<file path="src/rtl/wb_arb_pkg.sv">
// ----------------------------------------------------------------------------
// wb_arb_pkg
// Shared types and constants for the two-master Wishbone arbiter.
//   arb_state_t  : arbiter FSM state (idle, or which master owns the bus)
//   ARB_M0_IDX   : index of the instruction-fetch master (m0)
//   ARB_M1_IDX   : index of the data-memory master (m1)
//   NUM_MASTERS  : number of master ports
//   state_to_idx : maps a grant state to its master index
// ----------------------------------------------------------------------------
package wb_arb_pkg;

    typedef enum logic [1:0] {
        ARB_IDLE = 2'd0,
        ARB_M0   = 2'd1,
        ARB_M1   = 2'd2
    } arb_state_t;

    localparam int         NUM_MASTERS = 2;
    localparam logic [0:0] ARB_M0_IDX  = 1'b0;
    localparam logic [0:0] ARB_M1_IDX  = 1'b1;

    // Only meaningful for the two grant states; idle maps to m0, which is
    // harmless because callers only use it when a grant is being made.
    function automatic logic [0:0] state_to_idx(input arb_state_t st);
        return (st == ARB_M1) ? ARB_M1_IDX : ARB_M0_IDX;
    endfunction

endpackage

</file>
<file path="src/rtl/wb_arb_mux.sv">
// ----------------------------------------------------------------------------
// wb_arb_mux
// Purely combinational request mux. Copies the bundle of the master that owns
// the bus (selected by the arbiter state) onto the slave side; drives all
// zeros while the arbiter is idle.
// Ports:
//   state                      : current arbiter state (selects the owner)
//   m_cyc/m_stb/m_we           : per-master control bits, indexed by master
//   m_adr/m_wdat/m_sel         : per-master address, write data, byte select
//   s_cyc/s_stb/s_we           : slave-side control
//   s_adr/s_wdat/s_sel         : slave-side address, write data, byte select
// ----------------------------------------------------------------------------
module wb_arb_mux
    import wb_arb_pkg::*;
#(
    parameter int ADDR_WIDTH = 32,
    parameter int DATA_WIDTH = 32
) (
    input  arb_state_t                                  state,
    input  logic [NUM_MASTERS-1:0]                      m_cyc,
    input  logic [NUM_MASTERS-1:0]                      m_stb,
    input  logic [NUM_MASTERS-1:0]                      m_we,
    input  logic [NUM_MASTERS-1:0][ADDR_WIDTH-1:0]      m_adr,
    input  logic [NUM_MASTERS-1:0][DATA_WIDTH-1:0]      m_wdat,
    input  logic [NUM_MASTERS-1:0][DATA_WIDTH/8-1:0]    m_sel,
    output logic                                        s_cyc,
    output logic                                        s_stb,
    output logic                                        s_we,
    output logic [ADDR_WIDTH-1:0]                       s_adr,
    output logic [DATA_WIDTH-1:0]                       s_wdat,
    output logic [DATA_WIDTH/8-1:0]                     s_sel
);

    logic       sel_valid;
    logic [0:0] sel_idx;

    always_comb begin
        sel_valid = 1'b0;
        sel_idx   = ARB_M0_IDX;
        case (state)
            ARB_M0: begin
                sel_valid = 1'b1;
                sel_idx   = ARB_M0_IDX;
            end
            ARB_M1: begin
                sel_valid = 1'b1;
                sel_idx   = ARB_M1_IDX;
            end
            default: begin
                sel_valid = 1'b0;
                sel_idx   = ARB_M0_IDX;
            end
        endcase
    end

    // Whatever the owner drives passes straight through, including address
    // changes mid-transfer; nothing is registered or checked here.
    assign s_cyc  = sel_valid & m_cyc[sel_idx];
    assign s_stb  = sel_valid & m_stb[sel_idx];
    assign s_we   = sel_valid & m_we[sel_idx];
    assign s_adr  = sel_valid ? m_adr[sel_idx]  : '0;
    assign s_wdat = sel_valid ? m_wdat[sel_idx] : '0;
    assign s_sel  = sel_valid ? m_sel[sel_idx]  : '0;

endmodule

</file>
<file path="src/rtl/wb_arbiter_2m.sv">
// ----------------------------------------------------------------------------
// wb_arbiter_2m
// Two-master, one-slave Wishbone classic arbiter. m0 is the instruction-fetch
// port, m1 the data-memory port. Each grant covers exactly one transfer: the
// grant ends on the slave ack or when the owner drops cyc, and at least one
// idle cycle separates consecutive grants.
//
// Configuration macro:
//   WB_ARB_RR_EN defined   : a tie in idle goes to the master that did not
//                            win last time (round-robin).
//   WB_ARB_RR_EN undefined : a tie always goes to m1 (fixed priority);
//                            last_grant is still tracked.
//
// Ports:
//   clk, reset                     : clock, synchronous active-high reset
//   mX_wb_cyc_i/stb_i/we_i         : master X control
//   mX_wb_adr_i/dat_i/sel_i        : master X address, write data, byte sel
//   mX_wb_ack_o/dat_o              : ack and read data returned to master X
//   wb_cyc_o/stb_o/we_o            : slave-side control
//   wb_adr_o/dat_o/sel_o           : slave-side address, write data, byte sel
//   wb_ack_i/dat_i                 : slave ack and read data
// ----------------------------------------------------------------------------
module wb_arbiter_2m
    import wb_arb_pkg::*;
#(
    parameter int ADDR_WIDTH = 32,
    parameter int DATA_WIDTH = 32
) (
    input  logic                      clk,
    input  logic                      reset,

    input  logic                      m0_wb_cyc_i,
    input  logic                      m0_wb_stb_i,
    input  logic                      m0_wb_we_i,
    input  logic [ADDR_WIDTH-1:0]     m0_wb_adr_i,
    input  logic [DATA_WIDTH-1:0]     m0_wb_dat_i,
    input  logic [DATA_WIDTH/8-1:0]   m0_wb_sel_i,
    output logic                      m0_wb_ack_o,
    output logic [DATA_WIDTH-1:0]     m0_wb_dat_o,

    input  logic                      m1_wb_cyc_i,
    input  logic                      m1_wb_stb_i,
    input  logic                      m1_wb_we_i,
    input  logic [ADDR_WIDTH-1:0]     m1_wb_adr_i,
    input  logic [DATA_WIDTH-1:0]     m1_wb_dat_i,
    input  logic [DATA_WIDTH/8-1:0]   m1_wb_sel_i,
    output logic                      m1_wb_ack_o,
    output logic [DATA_WIDTH-1:0]     m1_wb_dat_o,

    output logic                      wb_cyc_o,
    output logic                      wb_stb_o,
    output logic                      wb_we_o,
    output logic [ADDR_WIDTH-1:0]     wb_adr_o,
    output logic [DATA_WIDTH-1:0]     wb_dat_o,
    output logic [DATA_WIDTH/8-1:0]   wb_sel_o,
    input  logic                      wb_ack_i,
    input  logic [DATA_WIDTH-1:0]     wb_dat_i
);

    // ------------------------------------------------------------------
    // Gather both masters into index-addressed arrays
    // ------------------------------------------------------------------
    logic [NUM_MASTERS-1:0]                   m_cyc;
    logic [NUM_MASTERS-1:0]                   m_stb;
    logic [NUM_MASTERS-1:0]                   m_we;
    logic [NUM_MASTERS-1:0][ADDR_WIDTH-1:0]   m_adr;
    logic [NUM_MASTERS-1:0][DATA_WIDTH-1:0]   m_wdat;
    logic [NUM_MASTERS-1:0][DATA_WIDTH/8-1:0] m_sel;
    logic [NUM_MASTERS-1:0]                   m_ack;
    logic [NUM_MASTERS-1:0][DATA_WIDTH-1:0]   m_rdat;
    logic [NUM_MASTERS-1:0]                   req;

    assign m_cyc  = {m1_wb_cyc_i, m0_wb_cyc_i};
    assign m_stb  = {m1_wb_stb_i, m0_wb_stb_i};
    assign m_we   = {m1_wb_we_i,  m0_wb_we_i};

    assign m_adr[ARB_M0_IDX]  = m0_wb_adr_i;
    assign m_adr[ARB_M1_IDX]  = m1_wb_adr_i;
    assign m_wdat[ARB_M0_IDX] = m0_wb_dat_i;
    assign m_wdat[ARB_M1_IDX] = m1_wb_dat_i;
    assign m_sel[ARB_M0_IDX]  = m0_wb_sel_i;
    assign m_sel[ARB_M1_IDX]  = m1_wb_sel_i;

    assign req = m_cyc & m_stb;

    // ------------------------------------------------------------------
    // FSM: state register
    // ------------------------------------------------------------------
    arb_state_t state_reg;
    arb_state_t state_next;
    logic [0:0] last_grant_reg;
    logic [0:0] last_grant_next;

    always_ff @(posedge clk) begin
        if (reset) begin
            state_reg      <= ARB_IDLE;
            last_grant_reg <= ARB_M0_IDX;
        end else begin
            state_reg      <= state_next;
            last_grant_reg <= last_grant_next;
        end
    end

    // ------------------------------------------------------------------
    // FSM: next-state logic
    // ------------------------------------------------------------------
    always_comb begin
        state_next      = state_reg;
        last_grant_next = last_grant_reg;
        case (state_reg)
            ARB_IDLE: begin
                if (req[ARB_M0_IDX] && req[ARB_M1_IDX]) begin
`ifdef WB_ARB_RR_EN
                    state_next = (last_grant_reg == ARB_M0_IDX) ? ARB_M1 : ARB_M0;
`else
                    state_next = ARB_M1;
`endif
                end else if (req[ARB_M0_IDX]) begin
                    state_next = ARB_M0;
                end else if (req[ARB_M1_IDX]) begin
                    state_next = ARB_M1;
                end
                // Grants are only ever made from idle, so this is the one
                // place last_grant needs to follow the winner.
                if (state_next != ARB_IDLE) begin
                    last_grant_next = state_to_idx(state_next);
                end
            end
            // Ack wins over abort: either way the grant ends this cycle.
            ARB_M0: begin
                if (wb_ack_i || !m_cyc[ARB_M0_IDX]) begin
                    state_next = ARB_IDLE;
                end
            end
            ARB_M1: begin
                if (wb_ack_i || !m_cyc[ARB_M1_IDX]) begin
                    state_next = ARB_IDLE;
                end
            end
            default: begin
                state_next = ARB_IDLE;
            end
        endcase
    end

    // ------------------------------------------------------------------
    // FSM: output decode (one-hot grant)
    // ------------------------------------------------------------------
    logic [NUM_MASTERS-1:0] grant;

    always_comb begin
        grant = '0;
        case (state_reg)
            ARB_M0:  grant[ARB_M0_IDX] = 1'b1;
            ARB_M1:  grant[ARB_M1_IDX] = 1'b1;
            default: grant = '0;
        endcase
    end

    // ------------------------------------------------------------------
    // Request path: owner's bundle onto the slave side
    // ------------------------------------------------------------------
    wb_arb_mux #(
        .ADDR_WIDTH (ADDR_WIDTH),
        .DATA_WIDTH (DATA_WIDTH)
    ) u_mux (
        .state  (state_reg),
        .m_cyc  (m_cyc),
        .m_stb  (m_stb),
        .m_we   (m_we),
        .m_adr  (m_adr),
        .m_wdat (m_wdat),
        .m_sel  (m_sel),
        .s_cyc  (wb_cyc_o),
        .s_stb  (wb_stb_o),
        .s_we   (wb_we_o),
        .s_adr  (wb_adr_o),
        .s_wdat (wb_dat_o),
        .s_sel  (wb_sel_o)
    );

    // ------------------------------------------------------------------
    // Return path: ack/data only to the owner, zero-latency. An ack seen
    // while idle reaches nobody.
    // ------------------------------------------------------------------
    generate
        for (genvar gi = 0; gi < NUM_MASTERS; gi++) begin : g_ret
            assign m_ack[gi]  = grant[gi] & wb_ack_i;
            assign m_rdat[gi] = grant[gi] ? wb_dat_i : '0;
        end
    endgenerate

    assign m0_wb_ack_o = m_ack[ARB_M0_IDX];
    assign m0_wb_dat_o = m_rdat[ARB_M0_IDX];
    assign m1_wb_ack_o = m_ack[ARB_M1_IDX];
    assign m1_wb_dat_o = m_rdat[ARB_M1_IDX];

endmodule

</file>
<file path="config.mk">
export PLATFORM = sky130hd
export DESIGN_NAME = wb_arbiter_2m
export DESIGN_NICKNAME = d
export VERILOG_FILES = /design/src/rtl/wb_arb_pkg.sv /design/src/rtl/wb_arb_mux.sv /design/src/rtl/wb_arbiter_2m.sv
export SDC_FILE = /design/constraint.sdc
export NUM_CORES = 1
export LEC_CHECK = 0
export ABC_AREA = 1
export BUFFER_PORTS_ARGS = -buffer_cell sky130_fd_sc_hd__buf_2
export CAP_MARGIN = 10
export CORE_AREA = 2 2 120 122
export CTS_CLUSTER_DIAMETER = 50
export DETAILED_ROUTE_END_ITERATION = 7
export DIE_AREA = 0 0 122 124
export GPL_ROUTABILITY_DRIVEN = 0
export HOLD_SLACK_MARGIN = 0.15
export MAX_ROUTING_LAYER = met4
export PLACE_DENSITY = 0.49
export SLEW_MARGIN = 20
export SYNTH_ARGS = -nofsm -noshare
export SYNTH_HDL_FRONTEND = slang
export SYNTH_SLANG_ARGS = --single-unit
</file>
<file path="constraint.sdc">
create_clock -name clk -period 3.9 [get_ports clk]
set_input_delay 0.78 -clock clk [delete_from_list [all_inputs] [get_ports clk]]
set_output_delay 0.78 -clock clk [all_outputs]
set_load 0.02 [all_outputs]
</file>
; ---- Word-level counts from Yosys, hierarchy flattened
; Index checks and enable logic that the tools add are counted.
; W data, S select, Z words.
[op_classes]
n_bitwise = 6
n_eq_ne = 5
muxes = 26
magnitude_cmp = 1
reduce_logical = 8
[ops]
columns = operator, n
row1 = $mux W32, 8
row2 = $mux W4, 3
row3 = $mux W2, 5
row4 = $mux W1, 9
row5 = $pmux W2 S3, 1
row6 = $and A1 B1 Y1, 5
row7 = $ne A2 B2 Y1 const B, 2
row8 = $ne A4 B4 Y1 const B, 1
row9 = $reduce_and A3 Y1, 1
row10 = $and A2 B2 Y2, 1
row11 = $eq A2 B1 Y1 const B, 1
row12 = $eq A2 B2 Y1 const B, 1
row13 = $logic_not A1 Y1, 2
row14 = $logic_not A2 Y1, 1
row15 = $logic_or A1 B1 Y1, 2
row16 = $lt A1 B2 Y1 const B, 1
row17 = $reduce_or A2 Y1, 1
row18 = $logic_and A1 B1 Y1, 1
[word_totals]
wordCells = 47
reg_bits = 2

; ---- Logic depth before layout (Yosys ltp)
; Gate-level depths: netlist (run 1).
[logic_depth]
depth_word = 5
depth_mapped = 9
ltp_nobuf = 8

; ---- Cells and area by module
; Synthesis (run 1) repeated with hierarchy kept, for this count alone.
[unflattened]
cells_unflattened = 509
area_unflattened_um2 = 2147.1
[by_module_without_submodules]
columns = mod, cells_each, area_per_inst_um2, instances
row1 = wb_arb_mux, 381, 1570.3, 1
row2 = wb_arbiter_2m, 128, 576.8, 1

; ---- Worst setup path after synthesis (run 1)
; No wires, ideal clock.
[synth_timing]
path_type = flip-flop to output port
startpoint = register state_reg[0]
endpoint = output port wb_adr_o[21]
required_time_ns = 3.120
t_arrival_ns = 1.463
n_path_buf = 3
path_slack_ns = 1.657
path_stages_with_launch = 9
cell_sequence = dfxtp_1 -> inv_1 -> ha_1 -> buf_6 -> inv_4 -> buf_6 -> buf_6 -> nor2_2 -> nor2_1
[synth_via]
elab_chain_cells = 5
elab_cells_between_ends = 8
classes_between = eq/ne (2) / mux (5) / reduce/logical (1)
[synth_rtl]
columns = element, line
row1 = from (decl), wb_arbiter_2m.sv:89  ; arb_state_t state_reg;
row2 = from (signal assigned), wb_arbiter_2m.sv:99  ; state_reg <= state_next;
row3 = $eq A2 B2 Y1, wb_arb_mux.sv:40  ; case (state)
row4 = $mux W1, wb_arb_mux.sv:40
row5 = $mux W32 (not written as such) (2 in a row), wb_arb_mux.sv:61  ; assign s_adr = sel_valid ? m_adr[sel_idx] : '0;
row6 = $mux W32 *, wb_arb_mux.sv:61
row7 = to (decl), wb_arbiter_2m.sv:53  ; output logic [ADDR_WIDTH-1:0] wb_adr_o,
; Mark *: on every way between the ends. The rest lies on a longest branch, timed or not. The select of a mux whose other input is x is not followed.

; ---- Worst setup path in the final report (run 1)
[layout_timing]
startpoint = register state_reg[1]
endpoint = output port wb_dat_o[7]
[layout_via]
elab_chain_cells = 5
elab_cells_between_ends = 8
classes_between = eq/ne (2) / mux (5) / reduce/logical (1)
[layout_rtl]
columns = element, line
row1 = $eq A2 B2 Y1, wb_arb_mux.sv:40
row2 = $mux W1, wb_arb_mux.sv:40
row3 = $mux W32 (not written as such) (2 in a row), wb_arb_mux.sv:62  ; assign s_wdat = sel_valid ? m_wdat[sel_idx] : '0;
row4 = $mux W32 *, wb_arb_mux.sv:62
row5 = to (decl), wb_arbiter_2m.sv:54  ; output logic [DATA_WIDTH-1:0] wb_dat_o,
; Marked as above.

==> results of run 1 <==
## placed cells by master, fill, tap and decap left out, drive strengths merged
| cell | count |
|---|---|
| a21boi | 1 |
| o21ai | 70 |
| nor2 | 141 |
| a21o | 1 |
| nand3 | 2 |
| clkbuf | 3 |
| buf | 317 |
| a21oi | 2 |
| nand2 | 76 |
| inv | 73 |
| dfxtp | 2 |
| ha | 4 |
## cell type report
cell class	count	share of cell area, %
clock buffer	3	2.14
inverter	73	7.89
sequential	2	1.14
multi-input combinational	297	36.5
tap	180	6.42
timing repair buffer	317	45.9
## worst min path at each step
stage | slack (ns) | depth (start not counted) | to
after floorplan | 0.47 | 2 | state_reg[1]$_SDFFE_PP0P_
after global placement | 0.50 | 2 | state_reg[1]$_SDFFE_PP0P_
after detailed placement | 0.50 | 2 | state_reg[1]$_SDFFE_PP0P_
after CTS | 0.50 | 2 | state_reg[1]$_SDFFE_PP0P_
after global routing | 0.53 | 2 | state_reg[1]$_SDFFE_PP0P_
final | 0.49 | 2 | state_reg[1]$_SDFFE_PP0P_
## synthesized netlist by cell type
cell type / count
buf_2: 9
o21ai_0: 70
nand3_1: 2
ha_1: 4
nand2_1: 76
inv_1: 72
clkbuf_1: 17
nor2_2: 10
dfxtp_1: 2
inv_4: 1
a21boi_0: 1
nor2_1: 131
a21o_1: 1
buf_6: 3
a21oi_1: 2
## layer usage
layer,vias up,part of all wire [%]
met2,187,51
met3,4,8.9
li1,1762,-
met1,1392,40
met4,0,0.35
met5,-,0
## where the power goes
group | switching, mW | internal, mW | total (mW)
sequential | 0.00116 | 0.0220 | 0.0232
clock | 0.0251 | 0.131 | 0.156
combinational | 0.300 | 0.174 | 0.474
## logic make-up (layout without fill, tap and decap cells)
| group | Yosys count | count (layout) | synth area share, % |
|---|---|---|---|
| AOI/OAI and AO/OA | 74 | 74 | 21.6 |
| adders and majority gates | 4 | 4 | 2.89 |
| DFF | 2 | 2 | 2.31 |
| and+or+nand+nor | 219 | 219 | 49.0 |
| buffers and inverters | 102 | 393 | 24.2 |
## worst reg2reg max path, delay by kind of cell, from the launching register on
kind / cells / cell delay [ns]
fa+ha+maj: 1 / 0.53
compound gates: 1 / 0.17
buf+inv: 1 / 0.11
simple gates: 4 / 0.50
flops: 1 / 0.31
==> impl_metrics.csv, run 1 <==
group,metric,value,unit
run_status,status,"finished clean",
die,pin_count,314,
clock_tree,hold_buffers,0,
die,die_h,124,µm
global_route,grt.overflow.total,0,
yosys,ys_top_cells_by_area,"nor2_1 28%, o21ai_0 20%, nand2_1 16%",
die,die-area,15100,µm²
place,io_buffers,313,
critical_path,cp.depth,6,
yosys,syn_area,1730,µm²
die,rows,43,
detailed_routing,ant_nets,0,
critical_path,criticalPathCategory,"flip-flop to primary output",
power,power,0.653,mW
global_route,grt_util_met1,14.4,%
die,start_util,12.6,%
critical_path,critPathMaxStageDelay,0.70,ns
global_route,top_usage_layer,"met2",
yosys,synthesis.nets,582,
cells_and_area,stdcell_count,872,
cells_and_area,postLayoutCoreUtil,25.6,%
critical_path,critPathMaxFanout,36,
global_route,grt_pass1_vias,2940,
cells_and_area,largest_reg_flops,2,
clock_tree,cts-root-buf,"clkbuf_16",
die,die_w,122,µm
critical_path,end_kind,"primary output",
clock_tree,ctsResizeCount,0,
cells_and_area,multiInputGateArea,1280,µm²
cells_and_area,ff_latch_area,40.0,µm²
critical_path,crit_path_end,"wb_dat_o[7]",
yosys,yosys.area.top_type,"nor2_1",
yosys,synth_seq_cells,2,
place,pre_cts_slack,1.20,ns
power,powerDensity,186,nW/µm²
sta,max_slew_margin,48.7,%
place,dp_cells,869,
detailed_routing,num_vias,3345,
cells_and_area,nNetsFinal,875,
critical_path,critPathBufInv,3,
clock_tree,clkLatencyLatePin,0.22,ns
yosys,synth_top_area_share,28.4,%
global_route,grtUsageMet3,1.14,%
sta,fin_skew,0.00214,ns
global_route,track_usage,12.4,%
place,post_dp_cell_area,3430,µm²
clock_tree,cts_tree,"yes",
critical_path,slowest_stage,"ha_2",
clock_tree,clk_pin_slew,0.03,ns
critical_path,critPathTopFamily,"adder cells",
critical_path,critPathArrivalTime,2.08,ns
global_route,grt_pass1_wl,14600,µm
sta,timing.hold.ws,0.493,ns
min_path,hold_path_class,"flip-flop to flip-flop",
sta,finalCritPeriodShare,73.4,%
cells_and_area,drive_gt1_share,48.1,%
sta,drv_slew,0,
sta,fin_crit,2.86,ns
power,ir_drop,0.112,mV
detailed_routing,drtIter0Drc,124,
cells_and_area,n_antenna_cell,0,
critical_path,cp-start-kind,"flip-flop",
clock_tree,cts_setup_buffers,0,
sta,finalSetupViolCount,0,
critical_path,r2r-start,"state_reg[0]$_SDFFE_PP0P_",
yosys,syn_avg_cell_area,4.32,µm²
sta,fmax,0.349,GHz
clock_tree,htree_levels,1,
detailed_routing,dr.pass1.iters,4,
sta,rsz0062_at_grt,"false",
sta,tightest_slew,0.770,ns
yosys,seq_area_frac_synth,2.31,%
critical_path,cp_cell_sequence,"inv_1 -> ha_2 -> buf_12 -> o21ai_0 -> nor2_1 -> buf_2",
critical_path,required,3.12,ns
run,cap_violations,0,
critical_path,reg2reg_slack,2.23,ns
critical_path,crit_path_start,"state_reg[1]$_SDFFE_PP0P_",
sta,setup_ws,1.04,ns
global_route,grt_use_met2,23.7,%
detailed_routing,drc_errors,0,
critical_path,reg2reg_depth,7,
clock_tree,cts.path.max_buffers,2,
yosys,ys.warnings.count,0,
place,place_hpwl,8460,µm
sta,finalHoldViolations,0,
cells_and_area,fin_area,3510,µm²
global_route,grt_max_degree,70,
yosys,yosysUniqueCellTypes,15,
clock_tree,clock-sinks,2,
clock_tree,numCtsBuffers,3,
detailed_routing,wl_per_cell,11.7,µm
sta,fin_setup_tns,0,ns
detailed_routing,wl,10200,µm
min_path,worstHoldStart,"state_reg[1]$_SDFFE_PP0P_",
detailed_routing,via_per_inst,3.84,
critical_path,r2r-end,"state_reg[0]$_SDFFE_PP0P_",
global_route,grt_antenna_before_repair,1,
die,coreArea,13700,µm²
yosys,synthCells,401,
power,p_leak,2.73,nW
cells_and_area,syn_to_final_growth,102,%
cells_and_area,fillers,1642,
Power figures use the tool's default switching activity.
==> run 2, diff against run 1 <==
Settings changed: CORE_AREA 2 2 120 122 to 2 2 122 124, DIE_AREA 0 0 122 124 to 0 0 124 126, PLACE_DENSITY 0.49 to 0.5.
Clock period 3.9 ns to 2.4 ns, I/O delays scaled along.
==> impl_metrics.csv, run 2 (synthesized netlist as in run 1, its figures left out) <==
group,metric,value,unit
die,rows,44,
sta,drv_slew,0,
clock_tree,clk_pin_slew,0.03,ns
cells_and_area,nNetsFinal,883,
detailed_routing,wl,9720,µm
critical_path,criticalPathCategory,"flip-flop to primary output",
critical_path,crit_path_start,"state_reg[1]$_SDFFE_PP0P_",
sta,finalCritPeriodShare,93.6,%
cells_and_area,n_antenna_cell,0,
die,pin_count,314,
global_route,grt_antenna_before_repair,2,
die,die-area,15600,µm²
sta,finalSetupViolCount,0,
sta,fmax,0.445,GHz
clock_tree,hold_buffers,0,
critical_path,critPathArrivalTime,1.77,ns
power,p_leak,2.79,nW
critical_path,critPathMaxFanout,48,
detailed_routing,wl_per_cell,11.0,µm
detailed_routing,via_per_inst,3.84,
clock_tree,cts.path.max_buffers,2,
critical_path,reg2reg_slack,0.87,ns
critical_path,cp-start-kind,"flip-flop",
sta,fin_setup_tns,0,ns
critical_path,end_kind,"primary output",
clock_tree,numCtsBuffers,3,
critical_path,required,1.92,ns
sta,rsz0062_at_grt,"false",
cells_and_area,syn_to_final_growth,109,%
run_status,status,"finished clean",
detailed_routing,ant_nets,0,
die,die_w,124,µm
sta,finalHoldViolations,0,
run,cap_violations,0,
sta,tightest_slew,0.407,ns
clock_tree,cts_tree,"yes",
power,ir_drop,0.136,mV
global_route,grt_pass1_wl,14100,µm
global_route,grt_max_degree,64,
sta,fin_skew,0.00130,ns
cells_and_area,final_common_cell,"buf_2",
detailed_routing,dr.pass1.iters,4,
detailed_routing,num_vias,3396,
clock_tree,clkLatencyLatePin,0.22,ns
clock_tree,clock-sinks,2,
sta,max_slew_margin,72.9,%
cells_and_area,largest_reg_flops,2,
cells_and_area,drive_gt1_share,48.7,%
critical_path,r2r-start,"state_reg[0]$_SDFFE_PP0P_",
detailed_routing,drc_errors,0,
sta,setup_ws,0.153,ns
critical_path,r2r-end,"state_reg[0]$_SDFFE_PP0P_",
die,start_util,12.1,%
place,pre_cts_slack,0.244,ns
global_route,grt.overflow.total,0,
global_route,grt_pass1_vias,2992,
cells_and_area,final_cell_mix,"313 x buf_2, 131 x nor2_1, 76 x nand2_1, 72 x inv_1, 70 x o21ai_0",
place,place_hpwl,8160,µm
power,powerDensity,304,nW/µm²
place,io_buffers,313,
cells_and_area,fillers,1659,
detailed_routing,drtIter0Drc,92,
critical_path,reg2reg_depth,7,
clock_tree,htree_levels,1,
die,die_h,126,µm
clock_tree,cts-root-buf,"clkbuf_16",
critical_path,crit_path_end,"wb_dat_o[21]",
sta,fin_crit,2.25,ns
min_path,hold_path_class,"input pin to flip-flop",
global_route,track_usage,11.5,%
die,coreArea,14300,µm²
[run 2: cell count changes in the layout (fill, tap and decap cells not counted)]
cell,previous run,this run
ha_2,2,0
buf_4,3,8
ha_4,0,2
buf_12,1,4
[run 2: metal layers]
metal  routed length [µm]  vias to the layer above  track usage, %
met3                  905                       12            1.40
met4                   80                        0            1.59
met5                    0                        -               -
met1                 3970                     1405            13.4
li1                     -                     1778               -
met2                 4760                      201            21.3
[run 2: how the worst min path moves through the flow]
stage                                      to  cells after the start  slack (ns)                      start
floorplan           state_reg[1]$_SDFFE_PP0P_                      2        0.47  state_reg[1]$_SDFFE_PP0P_
global placement    state_reg[1]$_SDFFE_PP0P_                      2        0.50  state_reg[1]$_SDFFE_PP0P_
detailed placement  state_reg[1]$_SDFFE_PP0P_                      2        0.51  state_reg[1]$_SDFFE_PP0P_
CTS                 state_reg[1]$_SDFFE_PP0P_                      2        0.44                      reset
global route        state_reg[1]$_SDFFE_PP0P_                      2        0.45                      reset
finish              state_reg[1]$_SDFFE_PP0P_                      2        0.44                      reset
[run 2: area by class of cell]
class	count	area (µm²)	area share [%]
multi-input cells	297	1300	35.8
clock buffers	3	75.1	2.07
well taps	184	230	6.34
flip-flops and latches	2	40.0	1.10
repair buffers	325	1710	47.0
inverters	73	277	7.62
[run 2: power breakdown]
group	switching [mW]	leakage, nW	internal, mW
Combinational	0.496	2.74	0.313
Sequential	0.00261	0.0164	0.0358
Clock	0.0438	0.0370	0.213
Total	0.542	2.79	0.561
[run 2: what timing repair did]
action	CTS	global route
gates resized for setup	0	2
endpoints found under the setup margin	0	52
buffers inserted	0	4
[run 2: per-stage QoR]
step	instance area, µm²	hold slack, ns	utilization (%)	total power [mW]	instances
5_1_grt	3630	0.447	25.3	1.20	884
6_report	3630	0.440	25.3	1.10	884
3_5_place_dp	3500	0.505	24.5	0.835	877
2_1_floorplan	1730	0.466	-	0.473	401
4_1_cts	3580	0.440	25.0	1.10	880
3_3_place_gp	3500	0.504	24.5	0.838	877
[run 2: critical path: stages (launching register included)]
cell     delay [ns]
dfxtp_1        0.41
inv_1          0.12
ha_4           0.35
buf_12         0.20
o21ai_0        0.11
nor2_1         0.15
buf_2          0.19
==> run 3, diff against run 2 <==
Settings changed: PLACE_DENSITY 0.5 to 0.53.
==> impl_metrics.csv, run 3 (synthesized netlist as in run 1, its figures left out) <==
group,metric,value,unit
sta,fmax,0.447,GHz
place,io_buffers,313,
cells_and_area,multiInputGateArea,1280,µm²
critical_path,cp_cell_sequence,"inv_1 -> ha_2 -> buf_4 -> o21ai_0 -> nor2_1 -> buf_2",
clock_tree,cts-root-buf,"clkbuf_16",
critical_path,critPathArrivalTime,1.76,ns
clock_tree,numCtsBuffers,3,
detailed_routing,drtIter0Drc,117,
critical_path,end_kind,"primary output",
critical_path,critPathTopFamily,"buffers and inverters",
cells_and_area,nNetsFinal,880,
power,ir_drop,0.125,mV
die,rows,44,
detailed_routing,wl,9820,µm
detailed_routing,via_per_inst,3.83,
sta,max_slew_margin,76.7,%
critical_path,cp-start-kind,"flip-flop",
sta,finalSetupViolCount,0,
power,powerDensity,301,nW/µm²
sta,tightest_slew,0.350,ns
critical_path,critPathMaxFanout,32,
cells_and_area,drive_gt1_share,48.5,%
die,coreArea,14300,µm²
detailed_routing,num_vias,3380,
clock_tree,clock-sinks,2,
sta,fin_setup_tns,0,ns
global_route,grt_pass1_vias,2910,
global_route,grt_antenna_before_repair,2,
detailed_routing,ant_nets,0,
min_path,hold_path_class,"input pin to flip-flop",
sta,fin_crit,2.24,ns
power,p_leak,2.76,nW
critical_path,critPathBufInv,3,
critical_path,required,1.92,ns
detailed_routing,drc_errors,0,
critical_path,criticalPathCategory,"flip-flop to primary output",
clock_tree,ctsResizeCount,0,
global_route,grt.overflow.total,0,
cells_and_area,ff_latch_area,40.0,µm²
place,pre_cts_slack,0.359,ns
run,cap_violations,0,
clock_tree,hold_buffers,0,
clock_tree,clkLatencyLatePin,0.22,ns
sta,setup_ws,0.163,ns
detailed_routing,wl_per_cell,11.1,µm
sta,fin_skew,0.00205,ns
critical_path,critPathMaxStageDelay,0.36,ns
clock_tree,cts.path.max_buffers,2,
die,die-area,15600,µm²
global_route,track_usage,11.5,%
die,pin_count,314,
global_route,grt_pass1_wl,14000,µm
clock_tree,cts_setup_buffers,0,
cells_and_area,final_common_cell,"buf_2",
global_route,grt_max_degree,40,
clock_tree,htree_levels,1,
sta,drv_slew,0,
detailed_routing,dr.pass1.iters,4,
clock_tree,clk_pin_slew,0.03,ns
sta,rsz0062_at_grt,"false",
place,place_hpwl,8280,µm
cells_and_area,syn_to_final_growth,106,%
die,die_h,126,µm
cells_and_area,final_cell_mix,"313 x buf_2, 131 x nor2_1, 76 x nand2_1, 72 x inv_1, 70 x o21ai_0",
cells_and_area,largest_reg_flops,2,
sta,finalCritPeriodShare,93.2,%
critical_path,slowest_stage,"dfxtp_1",
clock_tree,cts_tree,"yes",
sta,finalHoldViolations,0,
run_status,status,"finished clean",
die,die_w,124,µm
die,start_util,12.1,%
cells_and_area,fillers,1677,
[run 3: changes by cell type in the layout (fill, tap and decap cells not counted)]
cell and delta:
buf_12 -2, buf_4 -1, diode_2 +2, ha_2 +2, ha_4 -2
[run 3: where the power goes]
part	internal, mW	switching [mW]	total (mW)
Combinational	0.292	0.489	0.781
Sequential	0.0358	0.00199	0.0378
Clock	0.212	0.0432	0.256
Total	0.540	0.534	1.07
[run 3: final timing paths]
kind | start | to | slack (ns) | cells past startpoint
worst max-delay path | state_reg[1]$_SDFFE_PP0P_ | wb_adr_o[21] | 0.16 | 6
worst min-delay path | reset | state_reg[1]$_SDFFE_PP0P_ | 0.45 | 2
worst max register to register | state_reg[1]$_SDFFE_PP0P_ | state_reg[0]$_SDFFE_PP0P_ | 0.95 | 8
worst min register to register | state_reg[1]$_SDFFE_PP0P_ | state_reg[1]$_SDFFE_PP0P_ | 0.50 | 2
[run 3: area by class of cell]
type	instances	area share, %
inverters	73	7.75
clock buffers	3	2.11
flip-flops and latches	2	1.12
repair buffers	322	46.5
multi-input cells	297	35.9
diodes	2	0.140
well taps	184	6.46
[run 3: routing by layer]
layer	up-vias	GRT usage [%]	share of wire [%]
met1	1391	12.4	38
met3	8	1.72	11
met2	205	21.9	50
li1	1776	-	-
met5	-	-	0
met4	0	2.64	1.5
[run 3: per-stage QoR]
stage | instances | utilization, % | power, mW | area (µm²) | hold slack [ns]
floorplan | 401 | - | 0.473 | 1730 | 0.466
global placement | 878 | 24.4 | 0.830 | 3490 | 0.506
CTS | 881 | 24.9 | 1.09 | 3560 | 0.461
detailed placement | 878 | 24.4 | 0.828 | 3490 | 0.499
finish | 883 | 24.9 | 1.07 | 3570 | 0.450
global route | 883 | 24.9 | 1.17 | 3570 | 0.460
